`src/rtl/param_pipelined_counter.sv`:
```
// Parametrised pipelined counter: DEPTH-stage register chain whose head advances by STEP,
// with stall, synchronous reload, wrap/saturate overflow and a per-stage overflow flag.
module param_pipelined_counter #(
    parameter int WIDTH = 16,
    parameter int DEPTH = 4,
    parameter int STEP  = 1,
    parameter int INIT  = 0,
    parameter int SAT   = 0
) (
    input  logic             clk,
    input  logic             rst,
    input  logic             en,
    input  logic             load,
    input  logic [WIDTH-1:0] load_val,
    output logic [WIDTH-1:0] out,
    output logic             out_ovf
);

    localparam logic [WIDTH-1:0] STEP_W = WIDTH'(STEP);
    localparam logic [WIDTH-1:0] INIT_W = WIDTH'(INIT);
    localparam bit               SAT_EN = (SAT != 0);

    logic [WIDTH-1:0] s    [DEPTH];
    logic [WIDTH-1:0] seed [DEPTH];
    logic [DEPTH-1:0] f;
    logic [WIDTH-1:0] base;
    logic [WIDTH-1:0] prev;
    logic [WIDTH:0]   acc;
    logic [WIDTH:0]   sum;
    logic [WIDTH-1:0] head_next;

    // Seed chain base + k*STEP, built incrementally; clamping each step equals clamping the product.
    always_comb begin
        base    = rst ? INIT_W : load_val;
        prev    = base;
        acc     = '0;
        seed[0] = base;
        for (int k = 1; k < DEPTH; k++) begin
            acc     = {1'b0, prev} + {1'b0, STEP_W};
            prev    = (acc[WIDTH] && SAT_EN) ? '1 : acc[WIDTH-1:0];
            seed[k] = prev;
        end
    end

    always_comb begin
        sum       = {1'b0, s[DEPTH-1]} + {1'b0, STEP_W};
        head_next = (sum[WIDTH] && SAT_EN) ? '1 : sum[WIDTH-1:0];
    end

    always_ff @(posedge clk) begin
        if (rst || load) begin
            for (int k = 0; k < DEPTH; k++) begin
                s[k] <= seed[k];
            end
            f <= '0;
        end else if (en) begin
            for (int k = 0; k < DEPTH - 1; k++) begin
                s[k] <= s[k+1];
            end
            s[DEPTH-1] <= head_next;
            f          <= {sum[WIDTH], f[DEPTH-1:1]};
        end
    end

    assign out     = s[0];
    assign out_ovf = f[0];

endmodule
```
`config.mk`:
```
export PLATFORM = sky130hd
export DESIGN_NAME = param_pipelined_counter
export DESIGN_NICKNAME = d
export VERILOG_FILES = /design/src/rtl/param_pipelined_counter.sv
export SDC_FILE = /design/constraint.sdc
export NUM_CORES = 1
export LEC_CHECK = 0
export ABC_CLOCK_PERIOD_IN_PS = 17800
export CORE_ASPECT_RATIO = 1.2
export CORE_UTILIZATION = 50
export CTS_CLUSTER_SIZE = 14
export DETAILED_ROUTE_END_ITERATION = 10
export PLACE_DENSITY = 0.7
export SETUP_SLACK_MARGIN = 0.2
export SYNTH_ARGS = -nofsm -noshare
export SYNTH_HDL_FRONTEND = slang
export SYNTH_SLANG_ARGS = --single-unit
```
`constraint.sdc`:
```
create_clock -name clk -period 17.8 [get_ports clk]
set_clock_uncertainty 0.15 [all_clocks]
set_input_delay 5.34 -clock clk [delete_from_list [all_inputs] [get_ports clk]]
set_output_delay 5.34 -clock clk [all_outputs]
set_load 0.02 [all_outputs]
```
==> qor.yml <==
global_route:
  grt_overflow: 0
  grt_pass1_wl_um: 15900
  grt_util_all_layers: 0.223
  grt_pass1_vias: 3314
  antenna_found_initial: 0
  grt_max_degree: 74
critical_path:
  r2r_setup_slack_ns: 15.70
  crit_chain: "clkdlybuf4s50_1, buf_4, nand2b_1, inv_1, ha_1, nand4_1, nor4_1, mux2i_1, nand4b_1, or4_1, a22oi_1, nor4b_1, a211oi_2"
  critPathLaunch: "rst"
  cp.depth: 13
  critPathLaunchType: "input pin"
  crit_required_ns: 17.74
  cp_num_buf_inv: 3
  critPathKind: "input pin to flop"
  rr_startpoint: "s[3][4]"
  cpPeakStageDelay_ns: 0.59
  path_max_fanout: 38
  crit_end: "s[3][14]"
  reg2reg_depth: 7
  cp-end-kind: "flop"
  arrival_ns: 9.32
  crit_family: "simple AND/OR/NAND/NOR gates"
  crit_slowest_cell: "or4_1"
  r2r-end: "s[3][14]"
clock_network:
  htreeDepth: 3
  clk_path_buf_depth: 2
  clk_pin_slew_worst_paths_ns: 0.08
  cts.sinks: 68
  cts-root-buf: "clkbuf_8"
  post_cts_resize_count: 0
  postCtsSetupBuffers: 0
  cts_hold_buf: 0
  tritoncts: "done"
  cts_buffers: 9
  clk_latency_ns: 0.36
layout:
  fin_nets: 518
  syn_to_final_growth_pct: 13.9
  stdcell_area_um2: 4990
  fillCellCount: 797
  post_route_cells_drive_above_1_share: 0.0665
  diodes: 0
detailed_routing:
  detail-route-antenna-nets: 0
  highest_layer: "met4"
  met1_length_um: 4360
  wl_met3_um: 422
  viasPerCell: 5.61
  met2_length_um: 4510
  drc: 0
  route.detailed.wl_per_inst_um: 15.4
  via_count: 3441
  drt_iter0_markers: 238
  dr.pass1.iters: 6
  routed_wl_um: 9410
floorplan:
  initial_core_util: 0.515
  core_area_um2: 8520
  row_count: 37
  boundaryPins: 37
  die_area_um2: 9150
  die_w_um: 87.5
  fp.dieH_um: 105
timing:
  max_freq_mhz: 107
  min_period_ns: 9.38
  worst_slew_pin_slew_ns: 0.836
  rsz0062_at_grt: "no"
  timing.slew.headroom: 0.443
  setup_violations: 0
  slew_viol_final: 0
  setup_tns_ns: 0
  fin_crit_sh: 0.527
  hold_viol: 0
yosys:
  syn_inst: 466
  synth_nets: 492
  synth-seq-cells: 68
  syn_area_um2: 4380
  synth.distinct_cells: 59
  ys_warn_count: 0
  ys_seq_area_frac: 0.457
  synth-async-reset-ratio: 0
  synthFlopType: "edfxtp_1"
  synth-edff-count: 64
  postSynthAreaPerCell_um2: 9.41
power_and_ir_drop:
  p_leak_nw: 1.87
  pwr_density_cell_nw_per_um2: 76.2
  worst_ir_drop_vdd_v: 0.0000401
placement:
  hpwl_um: 6480
  portBuffers: 36
  placed_area_um2: 4820
  gp_congestion: 0.879
job:
  maxCapViolations: 0
worst_hold_path:
  hold_path_class: "flop to flop"
run_status:
  status: "completed"
layout by cell type, fill, tap and decap left out, drive strengths merged, types with 4 or more instances in the layout:
master	instances
a21oi	26
a31oi	7
and2	6
and3	5
and4	6
buf	4
clkbuf	11
clkdlybuf4s50	36
dfxtp	4
edfxtp	64
ha	6
inv	9
mux2	6
mux2i	5
nand2	84
nand2b	8
nand3	12
nand3b	9
nand4	9
nand4b	5
nor2	50
nor2b	7
nor3	6
nor4	6
o21ai	18
or3	6
xnor2	23
xor2	15
synth_stat cells (all sizes together) (4+ instances only):
| cell | n | area [um^2] |
|---|---|---|
| nand2 | 84 | 315 |
| dfxtp | 4 | 80.1 |
| and2 | 6 | 37.5 |
| nand4b | 5 | 65.1 |
| or3 | 6 | 37.5 |
| xnor2 | 23 | 201 |
| mux2 | 6 | 67.6 |
| buf | 11 | 50.0 |
| xor2 | 15 | 131 |
| nand2b | 8 | 50.1 |
| nor3 | 6 | 30.0 |
| nor2b | 7 | 43.8 |
| nor4 | 6 | 37.5 |
| nand4 | 9 | 56.3 |
| a21oi | 26 | 130 |
| and4 | 6 | 52.6 |
| a31oi | 7 | 43.8 |
| clkbuf | 14 | 52.6 |
| ha | 6 | 75.1 |
| edfxtp | 64 | 1920 |
| and3 | 5 | 31.3 |
| nand3 | 12 | 60.1 |
| nand3b | 9 | 67.6 |
| nor2 | 50 | 188 |
| o21ai | 18 | 90.1 |
| mux2i | 5 | 50.1 |
| inv | 9 | 33.8 |
state kept, by name (all words and copies together) (netlist names):
name  flops
f         4
s        64
metal layers:
metal	global-route usage	vias up
met1	0.302	1605
met3	0.0379	11
met2	0.362	94
met4	0.0738	0
li1	-	1731
met5	0	-
how the worst min path moves through the flow:
stage	startpoint	end	slack, ns	cells past startpoint
floorplan	f[3]	f[3]	0.27	2
global placement	f[3]	f[3]	0.28	2
detailed placement	f[3]	f[3]	0.29	2
CTS	f[3]	f[3]	0.30	2
global route	f[3]	f[3]	0.32	2
finish	f[3]	f[3]	0.29	2
where the power goes:
| group | switching (mW) | total (mW) | internal [mW] |
|---|---|---|---|
| combinational | 0.0349 | 0.0607 | 0.0258 |
| sequential | 0.00730 | 0.200 | 0.192 |
| clock | 0.0572 | 0.120 | 0.0627 |
metrics by stage:
stage	hold WS [ns]	setup WS [ns]	utilization	cells	total power, mW
floorplan	0.266	8.44	-	466	0.242
global placement	0.281	8.29	0.566	598	0.262
detailed placement	0.289	8.06	0.566	598	0.264
CTS	0.300	8.43	0.586	613	0.383
global route	0.323	8.08	0.586	613	0.396
finish	0.294	8.42	0.586	613	0.380
cell families (layout without fill, tap and decap cells):
group / after synthesis / count (layout) / synth area share
simple gates: 230 / 230 / 0.273
compound gates: 79 / 79 / 0.119
buf+inv: 34 / 64 / 0.0311
fa+ha+maj: 6 / 6 / 0.0171
mux: 11 / 11 / 0.0268
xor+xnor: 38 / 38 / 0.0759
flops: 68 / 68 / 0.457
worst register-to-register path: stages (launching register included):
cell and delay (ns):
edfxtp_1 0.42, and3_1 0.22, and3_1 0.23, and4_1 0.26, nand3_1 0.12, nor2_1 0.18, xnor2_1 0.17, a211oi_2 0.09
area by class of cell:
type / count / area (um^2) / share of cell area
Multi-Input combinational cell: 364 / 2250 / 0.450
Sequential cell: 68 / 2000 / 0.401
Timing Repair Buffer: 40 / 390 / 0.0782
Tap cell: 117 / 146 / 0.0293
Clock buffer: 11 / 131 / 0.0263
Clock inverter: 4 / 41.3 / 0.00827
Inverter: 9 / 33.8 / 0.00677
Power figures use the tool's default switching activity.
